--- src/rtl/sdram_stream_reader.sv ---
// Read-streaming master for the sdram_ctrl acc/ack port.
// Walks base + n*stride (low WRAP_BITS wrap) into a FWFT FIFO.
//
// Ports:
//   sdram_clk, sdram_rst_n      clock, async active-low reset
//   start_i/abort_i             transfer control
//   base_adr_i/stride_i/count_i transfer setup (count 0 = continuous)
//   busy_o/done_o               transfer status
//   sc_*                        sdram_ctrl request port
//   data_o/valid_o/ready_i      output stream
//   level_o                     FIFO occupancy
module sdram_stream_reader #(
    parameter int ADR_WIDTH    = 32,
    parameter int DATA_WIDTH   = 16,
    parameter int FIFO_DEPTH   = 16,
    parameter int STRIDE_WIDTH = 16,
    parameter int LEN_WIDTH    = 16,
    parameter int WRAP_BITS    = 16
) (
    input  logic                      sdram_clk,
    input  logic                      sdram_rst_n,
    input  logic                      start_i,
    input  logic                      abort_i,
    input  logic [ADR_WIDTH-1:0]      base_adr_i,
    input  logic [STRIDE_WIDTH-1:0]   stride_i,
    input  logic [LEN_WIDTH-1:0]      count_i,
    output logic                      busy_o,
    output logic                      done_o,
    input  logic                      sc_idle_i,
    output logic [ADR_WIDTH-1:0]      sc_adr_o,
    output logic                      sc_acc_o,
    output logic                      sc_we_o,
    output logic [DATA_WIDTH/8-1:0]   sc_sel_o,
    input  logic                      sc_ack_i,
    input  logic [DATA_WIDTH-1:0]     sc_dat_i,
    output logic [DATA_WIDTH-1:0]     data_o,
    output logic                      valid_o,
    input  logic                      ready_i,
    output logic [$clog2(FIFO_DEPTH):0] level_o
);

    localparam int PW = $clog2(FIFO_DEPTH);
    localparam int LW = PW + 1;
    // Bits of the address that take part in the increment.
    localparam logic [ADR_WIDTH-1:0] WRAP_MASK =
        {ADR_WIDTH{1'b1}} >> (ADR_WIDTH - WRAP_BITS);

    typedef enum logic [1:0] {IDLE, ISSUE, WAIT_ACK} state_t;

    state_t                  state_q;
    logic [ADR_WIDTH-1:0]    adr_q;
    logic [ADR_WIDTH-1:0]    adr_d;
    logic [ADR_WIDTH-1:0]    adr_sum;
    logic [ADR_WIDTH-1:0]    sc_adr_q;
    logic [STRIDE_WIDTH-1:0] stride_q;
    logic [LEN_WIDTH-1:0]    cnt_q;
    logic                    abort_q;
    logic                    busy_q;
    logic                    done_q;
    logic                    acc_q;

    logic [DATA_WIDTH-1:0]   mem_q [FIFO_DEPTH];
    logic [PW-1:0]           wr_ptr_q;
    logic [PW-1:0]           rd_ptr_q;
    logic [LW-1:0]           level_q;

    logic acked;
    logic kill;
    logic last;
    logic push;
    logic pop;
    logic flush;
    logic fifo_full;

    assign adr_sum   = adr_q + ADR_WIDTH'(stride_q);
    assign adr_d     = (adr_q & ~WRAP_MASK) | (adr_sum & WRAP_MASK);
    assign acked     = (state_q == WAIT_ACK) && sc_ack_i;
    // An abort raised in the ack cycle itself also discards the word.
    assign kill      = abort_q | abort_i;
    assign last      = (cnt_q == LEN_WIDTH'(1));
    assign push      = acked && !kill;
    assign flush     = ((state_q == ISSUE) && abort_i) || (acked && kill);
    assign pop       = (level_q != '0) && ready_i;
    assign fifo_full = (level_q == LW'(FIFO_DEPTH));

    always_ff @(posedge sdram_clk or negedge sdram_rst_n) begin
        if (!sdram_rst_n) begin
            state_q  <= IDLE;
            adr_q    <= '0;
            sc_adr_q <= '0;
            stride_q <= '0;
            cnt_q    <= '0;
            abort_q  <= 1'b0;
            busy_q   <= 1'b0;
            done_q   <= 1'b0;
            acc_q    <= 1'b0;
        end else begin
            done_q <= 1'b0;
            unique case (state_q)
                IDLE: begin
                    if (start_i) begin
                        adr_q    <= base_adr_i;
                        stride_q <= stride_i;
                        cnt_q    <= count_i;
                        abort_q  <= 1'b0;
                        busy_q   <= 1'b1;
                        state_q  <= ISSUE;
                    end
                end
                ISSUE: begin
                    if (abort_i) begin
                        busy_q  <= 1'b0;
                        state_q <= IDLE;
                    end else if (sc_idle_i && !fifo_full) begin
                        acc_q    <= 1'b1;
                        sc_adr_q <= adr_q;
                        state_q  <= WAIT_ACK;
                    end
                end
                WAIT_ACK: begin
                    if (abort_i) begin
                        abort_q <= 1'b1;
                    end
                    if (sc_ack_i) begin
                        acc_q <= 1'b0;
                        adr_q <= adr_d;
                        if (cnt_q != '0) begin
                            cnt_q <= cnt_q - LEN_WIDTH'(1);
                        end
                        if (kill) begin
                            abort_q <= 1'b0;
                            busy_q  <= 1'b0;
                            state_q <= IDLE;
                        end else if (last) begin
                            done_q  <= 1'b1;
                            busy_q  <= 1'b0;
                            state_q <= IDLE;
                        end else begin
                            state_q <= ISSUE;
                        end
                    end
                end
                default: state_q <= IDLE;
            endcase
        end
    end

    always_ff @(posedge sdram_clk or negedge sdram_rst_n) begin
        if (!sdram_rst_n) begin
            wr_ptr_q <= '0;
            rd_ptr_q <= '0;
            level_q  <= '0;
        end else if (flush) begin
            wr_ptr_q <= '0;
            rd_ptr_q <= '0;
            level_q  <= '0;
        end else begin
            if (push) begin
                wr_ptr_q <= wr_ptr_q + 1'b1;
            end
            if (pop) begin
                rd_ptr_q <= rd_ptr_q + 1'b1;
            end
            unique case ({push, pop})
                2'b10:   level_q <= level_q + 1'b1;
                2'b01:   level_q <= level_q - 1'b1;
                default: level_q <= level_q;
            endcase
        end
    end

    // Storage needs no reset; the pointers define what is valid.
    always_ff @(posedge sdram_clk) begin
        if (push) begin
            mem_q[wr_ptr_q] <= sc_dat_i;
        end
    end

    assign busy_o   = busy_q;
    assign done_o   = done_q;
    assign sc_adr_o = sc_adr_q;
    assign sc_acc_o = acc_q;
    assign sc_we_o  = 1'b0;
    assign sc_sel_o = '1;
    assign data_o   = mem_q[rd_ptr_q];
    assign valid_o  = (level_q != '0);
    assign level_o  = level_q;

endmodule

--- config.mk ---
export PLATFORM = sky130hd
export DESIGN_NAME = sdram_stream_reader
export DESIGN_NICKNAME = d
export VERILOG_FILES = /design/src/rtl/sdram_stream_reader.sv
export SDC_FILE = /design/constraint.sdc
export NUM_CORES = 1
export LEC_CHECK = 0
export ABC_AREA = 1
export BUFFER_PORTS_ARGS = -buffer_cell sky130_fd_sc_hd__buf_2
export CAP_MARGIN = 20
export CELL_PAD_IN_SITES_DETAIL_PLACEMENT = 1
export CELL_PAD_IN_SITES_GLOBAL_PLACEMENT = 1
export CORE_MARGIN = 3
export CORE_UTILIZATION = 30
export DETAILED_ROUTE_END_ITERATION = 7
export MAX_ROUTING_LAYER = met4
export PLACE_DENSITY = 0.64
export SYNTH_ARGS = -nofsm -noshare
export SYNTH_HDL_FRONTEND = slang
export SYNTH_SLANG_ARGS = --single-unit
--- constraint.sdc ---
create_clock -name sdram_clk -period 3.3 [get_ports sdram_clk]
set_clock_uncertainty 0.05 [all_clocks]
set_input_delay 0.495 -clock sdram_clk [delete_from_list [all_inputs] [get_ports sdram_clk]]
set_output_delay 0.495 -clock sdram_clk [all_outputs]
set_load 0.02 [all_outputs]
==> results.sh <==
export IMPL_run_status="finished, final reports clean"
export IMPL_setup_viol=0
export IMPL_netlist_top_cells_area="sky130_fd_sc_hd__edfxtp_1 (48%), sky130_fd_sc_hd__dfrtp_1 (18%), sky130_fd_sc_hd__nand2_1 (5.9%)"
export IMPL_dpl_worst_slack_ns=0.801
export IMPL_postLayoutCoreUtil_pct=36.1
export IMPL_first_global_vias=12710
export IMPL_cts_root_buffer_cell="sky130_fd_sc_hd__clkbuf_16"
export IMPL_post_synth_inst_count=1493
export IMPL_path_class="flop to output port"
export IMPL_post_route_cells_drive_above_1_share_pct=17.4
export IMPL_cts_tree="done"
export IMPL_number_of_antenna_violations_at_the_first_check_in_global_routing=2
export IMPL_tritoncts_num_sinks=371
export IMPL_yosys_area_top_type_share_pct=47.6
export IMPL_synth_ff_latch_count=371
export IMPL_yosys_warning_count=0
export IMPL_post_route_period_util_pct=93.1
export IMPL_seq_area_mm2=0.0106
export IMPL_largest_net_degree_at_the_start_of_global_routing=131
export IMPL_max_freq_mhz=325
export IMPL_grt_ovfl_total=0
export IMPL_drt_pass1_iterations=5
export IMPL_synth_xor_area_share_pct=0.434
export IMPL_mappedNetlistArea_mm2=0.0162
export IMPL_synth_seq_area_share_pct=65.4
export IMPL_io_buffer_count=143
export IMPL_post_cts_repair_setup_buffers=0
export IMPL_floorplan_initialDensity_pct=30.5
export IMPL_drt_first_iter_violations=568
export IMPL_area_growth_syn_to_layout_pct=18.5
export IMPL_worst_hold_margin_ns=0.0777
export IMPL_die_height_um=238
export IMPL_async_flop_share_pct=31.0
export IMPL_cts_buffers=41
export IMPL_worstPathArrival_ns=2.53
export IMPL_critical_path_endpoint_type="output port"
export IMPL_ios=147
export IMPL_cts_reportedPaths_clkPinSlew_ns=0.06
export IMPL_grt_util_all_layers_pct=16.9
export IMPL_clock_tree_buffer_depth=3
export IMPL_largest_driver_fanout_on_the_critical_path=28
export IMPL_setup_tns_final_ns=0
export IMPL_synth_simple_gate_area_share_pct=14.2
export IMPL_h_tree_depth_reported_by_cts=2
export IMPL_globalplace_congestion=0.808
export IMPL_detail_route_wl_per_cell_um=19.6
export IMPL_multi_input_area_mm2=0.00496
export IMPL_detail_route_drc_violations=0
export IMPL_tightest_slew_ns=0.931
export IMPL_dpl_instance_area_mm2=0.0178
export IMPL_dr_total_vias=11777
export IMPL_grt_first_pass_wirelength_um=73000
export IMPL_max_cap_viol_count=0
export IMPL_critical_path_startpoint_type="flop"
export IMPL_clk_latency_ns=0.57
export IMPL_dieWidth_um=238
export IMPL_slew_violations=0
export IMPL_rsz0062_at_grt="false"
export IMPL_place_detailed_hpwl_um=29200
export IMPL_final_setup_worst_slack_ns=0.226
export IMPL_yosysTopAreaCell="sky130_fd_sc_hd__edfxtp_1"
export IMPL_final_period_minus_worst_setup_slack_ns=3.07
export IMPL_synth_top_family_by_area="simple AND/OR/NAND/NOR gates"
export IMPL_drt_antenna_violating_nets=0
export IMPL_worstPathRequired_ns=2.75
export IMPL_via_to_cell_ratio=4.98
export IMPL_hold_path_class="input port to flop"
export IMPL_drt_wl_total_um=46400
export IMPL_slew_limit_headroom_pct=37.6
export IMPL_synth_adder_area_share_pct=2.37
export IMPL_floorplan_rows=84
export IMPL_core_region_area_mm2=0.0530
export IMPL_fin_nets=1761
export IMPL_synth_flop_cell="sky130_fd_sc_hd__edfxtp_1"
export IMPL_final_hold_viol_count=0
export IMPL_synth_compound_gate_area_share_pct=12.6
export IMPL_synth_enable_flop_cells=256
export IMPL_peak_supply_drop_uv=421
export IMPL_yosysUniqueCellTypes=45
export IMPL_design_area_mm2=0.0191
export IMPL_synth_mux_area_share_pct=0.767
export IMPL_synth_area_per_cell_um2=10.8
export IMPL_layout_filler_cells=5973
export IMPL_pwrdens_mw_per_mm2=918
export IMPL_leakage_nw=7.58
export IMPL_floorplan_die_area_mm2=0.0567
[per-layer routing]
metal / part of all wire, % / vias up / wire (um) / global-route usage (%)
met2: 49 / 260 / 22900 / 28.5
met1: 44 / 5893 / 20200 / 20.9
met4: 3.0 / 0 / 1410 / 5.66
met5: 0 / - / 0 / -
met3: 4.2 / 80 / 1940 / 2.57
li1: - / 5544 / - / -
[stage by stage]
step / total power, W / cells
5_1_grt: 0.0189 / 2364
2_1_floorplan: 0.0110 / 1494
3_5_place_dp: 0.0132 / 2288
3_3_place_gp: 0.0130 / 2288
4_1_cts: 0.0178 / 2363
6_report: 0.0176 / 2365
[final timing paths]
check	depth (start not counted)	from	to	slack, ns
max	6	rd_ptr_q[1]	data_o[13]	0.23
min	3	stride_i[5]	stride_q[5]	0.08
max reg2reg	10	state_q[0]	cnt_q[9]	0.85
min reg2reg	2	sc_adr_o[29]	sc_adr_o[29]	0.43
max in group asynchronous	3	sdram_rst_n	sc_adr_o[28]	1.89
min in group asynchronous	2	sdram_rst_n	adr_q[18]	0.51
[final cells by class]
cell class | instances | area share [%]
diodes | 2 | 0.0261
clock buffers | 54 | 5.99
clock inverters | 20 | 0.895
flip-flops and latches | 371 | 55.2
inverters | 83 | 1.66
well taps | 688 | 4.50
multi-input cells | 963 | 25.9
repair buffers | 184 | 5.83
[cells in the mapped netlist, types with 8 or more instances]
cell type                    n
sky130_fd_sc_hd__nor2_1    227
sky130_fd_sc_hd__o221ai_1   50
sky130_fd_sc_hd__nand2_1   253
sky130_fd_sc_hd__o21ai_1     8
sky130_fd_sc_hd__a21oi_1    47
sky130_fd_sc_hd__clkbuf_1   46
sky130_fd_sc_hd__o21ai_0   189
sky130_fd_sc_hd__buf_2      19
sky130_fd_sc_hd__ha_1       29
sky130_fd_sc_hd__o211ai_1   19
sky130_fd_sc_hd__o22ai_1    17
sky130_fd_sc_hd__dfrtp_1   115
sky130_fd_sc_hd__edfxtp_1  256
sky130_fd_sc_hd__inv_1      74
sky130_fd_sc_hd__nand3_1    58
sky130_fd_sc_hd__buf_4       8
[cells in the final DEF (no fill, tap or decap), types with 17 or more instances in the layout]
cell / netlist / routed
sky130_fd_sc_hd__nor2_2: 4 / 20
sky130_fd_sc_hd__o221ai_1: 50 / 50
sky130_fd_sc_hd__ha_1: 29 / 28
sky130_fd_sc_hd__o21ai_0: 189 / 189
sky130_fd_sc_hd__nand2_1: 253 / 253
sky130_fd_sc_hd__clkbuf_16: 0 / 42
sky130_fd_sc_hd__o22ai_1: 17 / 17
sky130_fd_sc_hd__buf_2: 19 / 142
sky130_fd_sc_hd__a21oi_1: 47 / 47
sky130_fd_sc_hd__nor2_1: 227 / 211
sky130_fd_sc_hd__dfrtp_1: 115 / 113
sky130_fd_sc_hd__nand3_1: 58 / 58
sky130_fd_sc_hd__o211ai_1: 19 / 19
sky130_fd_sc_hd__buf_4: 8 / 34
sky130_fd_sc_hd__edfxtp_1: 256 / 256
sky130_fd_sc_hd__inv_1: 74 / 74
[critical path, stage by stage, from the launching register on]
cell,delay (ns)
sky130_fd_sc_hd__dfrtp_2,0.66
sky130_fd_sc_hd__buf_4,0.43
sky130_fd_sc_hd__o21ai_0,0.16
sky130_fd_sc_hd__o221ai_1,0.26
sky130_fd_sc_hd__nand3_1,0.16
sky130_fd_sc_hd__nand2_1,0.11
sky130_fd_sc_hd__buf_2,0.16
[where the power goes]
part           internal [W]  switching, W  leakage (nW)  total, W
clock               0.00261       0.00190         0.643   0.00451
combinational       0.00222       0.00467          3.24   0.00689
sequential          0.00568      0.000502          3.69   0.00618
total                0.0105       0.00707          7.58    0.0176
[flip-flops by register name, indices dropped and copies added (netlist names), 2 cells and up]
register	cells
adr_q	32
cnt_q	16
level_o	5
mem_q	256
rd_ptr_q	4
sc_adr_o	32
state_q	2
stride_q	16
wr_ptr_q	4
[cells by family (layout without fill, tap and decap cells)]
family          Yosys count  in the layout
compound gates          346            346
mux                      11             11
other cells               2              5
fa+ha+maj                30             30
xor+xnor                  8              8
simple gates            565            565
flops                   371            371
buf+inv                 160            341
[timing repair]
action | 4_1_cts | 5_1_grt
hold buffers | 1 | 0
endpoints found under the hold margin | 48 | 0
resized for setup | 0 | 0
(Power assumes the default switching activity.)
